### src/rtl/stream_demux_1xn_if.sv
// Stream bundle for stream_demux_1xn: one input stream and N output channels.
// master = packet source / channel consumers, slave = the demultiplexer.
interface stream_demux_1xn_if #(
    parameter int unsigned WIDTH = 8,
    parameter int unsigned N     = 4,
    parameter int unsigned SELW  = 2
);
    logic [WIDTH-1:0]   in_data;
    logic [SELW-1:0]    in_sel;
    logic               in_last;
    logic               in_valid;
    logic               in_ready;
    logic [N*WIDTH-1:0] out_data;
    logic [N-1:0]       out_last;
    logic [N-1:0]       out_valid;
    logic [N-1:0]       out_ready;

    modport master (
        output in_data, in_sel, in_last, in_valid, out_ready,
        input  in_ready, out_data, out_last, out_valid
    );

    modport slave (
        input  in_data, in_sel, in_last, in_valid, out_ready,
        output in_ready, out_data, out_last, out_valid
    );
endinterface

### src/rtl/stream_demux_1xn.sv
// Registered 1-to-N packet demultiplexer; the select is latched on the head beat
// and out-of-range packets are discarded. STREAM_DEMUX_CNT_EN adds per-channel packet counters.
module stream_demux_1xn #(
    parameter int unsigned WIDTH = 8,
    parameter int unsigned N     = 4,
    parameter int unsigned SELW  = 2
) (
    input  logic                clk,
    input  logic                rst,
    stream_demux_1xn_if.slave   bus,
    output logic                busy,
    output logic                drop,
    output logic [N*16-1:0]     pkt_cnt
);
    localparam int unsigned NP    = 1 << SELW;
    localparam logic [SELW:0] N_EXT = (SELW+1)'(N);

    if (N < 2 || N > 16 || N > NP) begin : g_bad_param
        $error("stream_demux_1xn: need 2 <= N <= 16 and N <= 2**SELW");
    end

    typedef enum logic [1:0] {IDLE, ROUTE, DROP} state_t;

    state_t                     state_q, state_d;
    logic [SELW-1:0]            cur_sel_q, cur_sel_d;
    logic                       drop_q, drop_d;
    logic [N-1:0]               out_valid_q;
    logic [N-1:0]               out_last_q;
    logic [N-1:0][WIDTH-1:0]    out_data_q;

    logic [N-1:0]               slot_free;
    logic [NP-1:0]              free_pad;
    logic                       sel_ok;
    logic                       in_ready_c;
    logic                       xfer;
    logic                       load;
    logic [SELW-1:0]            load_sel;

    assign slot_free = ~out_valid_q | bus.out_ready;
    assign free_pad  = NP'(slot_free);
    assign sel_ok    = ({1'b0, bus.in_sel} < N_EXT);
    assign xfer      = bus.in_valid && in_ready_c;

    // Next-state, input ready and load steering
    always_comb begin
        state_d    = state_q;
        cur_sel_d  = cur_sel_q;
        drop_d     = 1'b0;
        in_ready_c = 1'b0;
        load       = 1'b0;
        load_sel   = cur_sel_q;
        unique case (state_q)
            IDLE: begin
                in_ready_c = sel_ok ? free_pad[bus.in_sel] : 1'b1;
                if (xfer) begin
                    if (!sel_ok) begin
                        if (bus.in_last) drop_d  = 1'b1;
                        else             state_d = DROP;
                    end else begin
                        load      = 1'b1;
                        load_sel  = bus.in_sel;
                        cur_sel_d = bus.in_sel;
                        if (!bus.in_last) state_d = ROUTE;
                    end
                end
            end
            ROUTE: begin
                in_ready_c = free_pad[cur_sel_q];
                if (xfer) begin
                    load = 1'b1;
                    if (bus.in_last) state_d = IDLE;
                end
            end
            DROP: begin
                in_ready_c = 1'b1;
                if (xfer && bus.in_last) begin
                    state_d = IDLE;
                    drop_d  = 1'b1;
                end
            end
            default: state_d = IDLE;
        endcase
    end

    always_ff @(posedge clk or posedge rst) begin
        if (rst) begin
            state_q   <= IDLE;
            cur_sel_q <= '0;
            drop_q    <= 1'b0;
        end else begin
            state_q   <= state_d;
            cur_sel_q <= cur_sel_d;
            drop_q    <= drop_d;
        end
    end

    // One-deep output slot per channel; data/last hold their value once drained
    always_ff @(posedge clk or posedge rst) begin
        if (rst) begin
            out_valid_q <= '0;
            out_last_q  <= '0;
            out_data_q  <= '0;
        end else begin
            for (int k = 0; k < int'(N); k++) begin
                if (load && load_sel == SELW'(k)) begin
                    out_valid_q[k] <= 1'b1;
                    out_last_q[k]  <= bus.in_last;
                    out_data_q[k]  <= bus.in_data;
                end else if (bus.out_ready[k]) begin
                    out_valid_q[k] <= 1'b0;
                end
            end
        end
    end

`ifdef STREAM_DEMUX_CNT_EN
    logic [N-1:0][15:0] cnt_q;

    always_ff @(posedge clk or posedge rst) begin
        if (rst) begin
            cnt_q <= '0;
        end else begin
            for (int k = 0; k < int'(N); k++) begin
                if (out_valid_q[k] && bus.out_ready[k] && out_last_q[k])
                    cnt_q[k] <= cnt_q[k] + 16'd1;
            end
        end
    end

    assign pkt_cnt = cnt_q;
`else
    assign pkt_cnt = '0;
`endif

    assign bus.in_ready  = in_ready_c;
    assign bus.out_valid = out_valid_q;
    assign bus.out_last  = out_last_q;
    assign bus.out_data  = out_data_q;
    assign busy          = (state_q != IDLE);
    assign drop          = drop_q;
endmodule

### src/flat_wrapper.sv
// flat-port wrapper written by rule: the top's interface ports become plain ports
module stream_demux_1xn_flat 
#(
    parameter int unsigned WIDTH = 8,
    parameter int unsigned N     = 4,
    parameter int unsigned SELW  = 2
)
  (clk, rst, busy, drop, pkt_cnt, bus_in_data, bus_in_sel, bus_in_last, bus_in_valid, bus_out_ready, bus_in_ready, bus_out_data, bus_out_last, bus_out_valid);
  stream_demux_1xn_if #(.WIDTH(WIDTH), .N(N), .SELW(SELW)) bus_i ();
  input  logic clk;
  input  logic rst;
  output logic busy;
  output logic drop;
  output logic [N*16-1:0] pkt_cnt;
  input wire logic [$bits(bus_i.in_data)-1:0] bus_in_data;
  input wire logic [$bits(bus_i.in_sel)-1:0] bus_in_sel;
  input wire logic [$bits(bus_i.in_last)-1:0] bus_in_last;
  input wire logic [$bits(bus_i.in_valid)-1:0] bus_in_valid;
  input wire logic [$bits(bus_i.out_ready)-1:0] bus_out_ready;
  output wire logic [$bits(bus_i.in_ready)-1:0] bus_in_ready;
  output wire logic [$bits(bus_i.out_data)-1:0] bus_out_data;
  output wire logic [$bits(bus_i.out_last)-1:0] bus_out_last;
  output wire logic [$bits(bus_i.out_valid)-1:0] bus_out_valid;
  assign bus_i.in_data = bus_in_data;
  assign bus_i.in_sel = bus_in_sel;
  assign bus_i.in_last = bus_in_last;
  assign bus_i.in_valid = bus_in_valid;
  assign bus_i.out_ready = bus_out_ready;
  assign bus_in_ready = bus_i.in_ready;
  assign bus_out_data = bus_i.out_data;
  assign bus_out_last = bus_i.out_last;
  assign bus_out_valid = bus_i.out_valid;
  stream_demux_1xn #(.WIDTH(WIDTH), .N(N), .SELW(SELW)) u_core (.clk(clk), .rst(rst), .bus(bus_i), .busy(busy), .drop(drop), .pkt_cnt(pkt_cnt));
endmodule
### config.mk
export PLATFORM = sky130hd
export DESIGN_NAME = stream_demux_1xn_flat
export DESIGN_NICKNAME = d
export VERILOG_FILES = /design/src/rtl/stream_demux_1xn_if.sv /design/src/rtl/stream_demux_1xn.sv /design/src/flat_wrapper.sv
export SDC_FILE = /design/constraint.sdc
export NUM_CORES = 1
export LEC_CHECK = 0
export ABC_CLOCK_PERIOD_IN_PS = 1750
export CAP_MARGIN = 20
export CORE_ASPECT_RATIO = 1.4
export CORE_MARGIN = 8
export CORE_UTILIZATION = 25
export CTS_CLUSTER_SIZE = 8
export DETAILED_ROUTE_END_ITERATION = 10
export GPL_ROUTABILITY_DRIVEN = 0
export MAX_ROUTING_LAYER = met4
export PLACE_DENSITY = 0.57
export SYNTH_ARGS = -nofsm -noshare
export SYNTH_HDL_FRONTEND = slang
export SYNTH_SLANG_ARGS = --single-unit
### constraint.sdc
create_clock -name clk -period 1.75 [get_ports clk]
set_input_delay 0.175 -clock clk [delete_from_list [all_inputs] [get_ports clk]]
set_output_delay 0.175 -clock clk [all_outputs]
set_load 0.05 [all_outputs]
==> flow_results.org <==
** Die
- Chip Width :: 97.26 um
- Die footprint :: 12,620 um^2
- Initial Util :: 25.60%
- In this run the count of I/O pins placed on the die edge is 125.
- After floorplanning, the core was divided into 41 placement rows.
- Die Y-Extent :: 129.8 um
- The core region is 9029 um^2.

** Timing
- Setup violations remaining at the end of the flow were counted as 0.
- Fin Clk Skew :: 0.006538 ns
- The number of failing hold endpoints at the final stage was 0.
- Headroom to the max-slew limit :: 64.53%
- Time the worst path needs with I/O delays and setup :: 1.739 ns
- Setup repair after global routing could not meet its margin everywhere.
- The number of pins exceeding their max-slew limit in the final report was 0.
- FMAX :: 574.9 MHz
- Across all hold checks on the routed design, the worst slack comes to 0.2202 ns.
- Setup slack on the critical path of the routed design comes to 0.01058 ns.
- Period utilization :: 99.40%
- At the pin with the least slew margin, the transition time is 0.5304 ns.

** CTS
- H-Tree Level Count :: 2
- Insertion delay of the later-clocked pin in the worst-skew pair :: 0.28 ns
- The number of hold buffers added after CTS was 0.
- Clock Tree Root :: clkbuf_16
- After clock tree synthesis, the clock-pin slew on the worst setup and hold paths is 0.07 ns.
- Number of buffers inserted during clock tree synthesis :: 5
- CTS sink cnt :: 43
- TritonCTS clock tree :: done
- Maximum number of buffers from clock root to sink :: 2

** Worst setup path
- For this run, the slowest stage of the critical path takes 0.51 ns.
- Required time of the critical path :: 1.57 ns
- Kind of start point of the critical path :: register
- Register-to-register path setup slack :: 0.08 ns
- Of all nets on the critical path, the largest fanout is 5.
- The largest individual stage delay along the critical path comes from the cell or4b_4.
- RR Startpoint :: u_core.bus.out_valid[3]
- Class of the most critical setup path :: register to primary output
- Cell chain of the critical path :: or4b_4 > nand4_1 > a21oi_2 > buf_6
- Crit path arrival time :: 1.56 ns
- For the worst flop-to-flop path, the logic depth is 5.
- Reg-to-Reg End :: u_core.cur_sel_q[0]
- STA classifies the critical path endpoint as a primary output.

** Power and ir drop
- Switching share of total power :: 47.91%
- Fraction of power consumed by sequential logic :: 26.5%
- Power density over cell area :: 2071 nW/um^2
- For this design the static power due to leakage is 1.454 nW.
- VDD sags by at most 898.7 uV.
- Internal Power :: 3.397 mW
- Clock share of power :: 16.6%
- The design draws 6.521 mW.
- Gate power share :: 56.8%
- The analysis attributes to net switching a power of 3.124 mW.

** Placed design
- Half-perimeter wire length of the detailed placement result :: 4286 um
- Before CTS, the worst setup slack after placement is -0.2827 ns.
- Buffers placed on the I/O ports in this run total 59.

** Cells and area
- 0 antenna diodes ended up in the layout.
- Number of nets in the layout :: 289
- Proportion of layout cells with a drive suffix above 1 :: 34.19%
- Synthesis-to-finish area growth :: 36.28%

** Synthesis
- Top-count cell post-synth :: buf_4
- Sorting the synthesized cells by area gives the leading types as dfrtp_1 47%, buf_4 21%, mux2_2 18%.
- Ranked by instance count, the synthesized netlist is headed by 65 x buf_4, 43 x dfrtp_1, 36 x mux2_2, 8 x nand2_1, 4 x nand2b_1.
- Post-synth EDFFs :: 0
- Each instance of the synthesized netlist takes up on average 12.10 um^2.
- Counting flops with an async set or reset pin after synthesis yields a share of 100.0%.
- #FFs+latches synth :: 43
- Number of cells produced by synthesis :: 191
- Yosys warning total :: 0
- Of all cell types, the one taking the most synthesized area is dfrtp_1.
- Proportion of synthesized chip area in sequential cells :: 46.56%
- Area share of the largest cell type after synthesis :: 46.56%
- For this run, the leading register cell type out of synthesis is dfrtp_1.
- Netlist area before placement :: 2311 um^2
- The netlist uses 26 different library cells.

** Global routing
- The first global-routing pass estimated 8914 um of wire.
- Global-route usage over all layers :: 9.142%
- The number of antenna violations at the first check in global routing came to 0.
- Pin count of the biggest net entering global routing :: 27
- Congestion Overflow GR :: 0
- The number of global-route vias before repair came to 1,661.

** Job
- # Max-Cap Violations :: 0

** Run status
- Status :: finished clean

** Routing
- Summed over all layers, the routed wires come to 5654 um.
- In this run the remaining antenna-violating nets after routing total 0.
- WL/cell :: 14.92 um
- Vias after detailed routing :: 1,477
- Dividing the detail-routed via count by the number of cells gives 3.897.
- The first TritonRoute pass finished after 2 iterations.
- For this block, the initial DRC count from the detailed router was 21.
- For this run, design rule violations remaining after detail routing come to 0.

** Min path
- Path category of the worst min-delay check :: primary input to asynchronous set/reset pin
-- cells in the final DEF (no fill, tap or decap), types with 2 or more instances in the layout --
cell type        instances
clkbuf_16                5
a21oi_1                  2
nand3_1                  2
o21ai_1                  3
o21ai_0                  2
dfrtp_1                 37
buf_12                   5
nand2_1                  8
conb_1                  65
mux2_2                  36
nand3b_1                 2
nand2b_1                 2
mux2_1                   2
nand3_2                  2
nand2b_4                 5
clkdlybuf4s50_1         47
dfrtp_2                  6
buf_4                   23
or4bb_1                  2
-- final cells by class --
cell class,instances,area [um^2]
fillers,901,5879
flip-flops and latches,43,1084
multi-input cells,142,988.4
repair buffers,77,763.2
well taps,107,133.9
clock buffers,5,125.1
clock inverters,3,47.55
inverters,2,7.507
-- registers in the layout (all words and copies together) (netlist names) --
signal	flops
u_core.cur_sel_q	2
u_core.bus.out_last	4
u_core.bus.out_valid	4
u_core.state_q	1
u_core.bus.out_data	32
-- power groups by stage --
stage / Clock (mW) / Sequential (mW) / Combinational (mW)
floorplan: 0 / 3.31 / 1.01
global placement: 0 / 1.74 / 3.67
detailed placement: 0 / 1.76 / 3.69
CTS: 1.13 / 1.74 / 3.74
global route: 1.17 / 1.79 / 3.87
finish: 1.08 / 1.73 / 3.71
-- kinds of logic (layout without fill, tap and decap cells) --
logic type | after synthesis | in the layout | share of synthesized area [%]
buffers and inverters | 70 | 87 | 22.36
flip-flops | 43 | 43 | 46.56
AND/OR/NAND/NOR | 30 | 30 | 9.691
AO/OA/AOI/OAI | 8 | 8 | 1.732
multiplexers | 39 | 39 | 19.49
other | 1 | 65 | 0.1623
-- worst max-delay path: cells and delay by family (launching register included) --
kind	cells	cell delay, ns
AND/OR/NAND/NOR	2	0.63
AO/OA/AOI/OAI	1	0.07
buffers and inverters	1	0.15
flip-flops	1	0.43
-- how the worst max path moves through the flow --
stage / from / to / depth (start not counted)
3_3_place_gp: bus_in_sel[0] / u_core.bus.out_last[0] / 7
6_report: u_core.cur_sel_q[1] / bus_in_ready / 4
3_5_place_dp: bus_in_sel[0] / u_core.bus.out_data[1] / 7
4_1_cts: u_core.cur_sel_q[0] / bus_in_ready / 4
5_1_grt: u_core.cur_sel_q[0] / bus_in_ready / 4
2_1_floorplan: u_core.state_q[0] / u_core.bus.out_data[0] / 5
-- timing repair --
| action | in CTS | in global routing |
|---|---|---|
| setup endpoints to repair | 10 | 10 |
| pin swaps | 3 | 2 |
| buffers inserted | 2 | 1 |
| gates resized for setup | 8 | 2 |
-- metrics by stage --
stage                     cells  area [um^2]  util (%)  TNS (ns)
after CTS                   378         3129     34.66  -0.03197
after global routing        379         3149     34.88  -0.04607
after floorplan             255         2560         -         0
after global placement      368         2923     32.37    -4.790
after detailed placement    368         2923     32.37    -4.646
final                       379         3149     34.88         0
-- per-layer routing --
metal	part of all wire (%)	vias to the layer above	wire length, um	GRT usage [%]
li1	-	673	-	-
met1	37	706	2090	8.919
met2	50	92	2837	15.30
met3	12	6	659	4.759
met4	1.2	0	67	3.399
met5	0	-	0	-
Power figures use the tool's default switching activity.
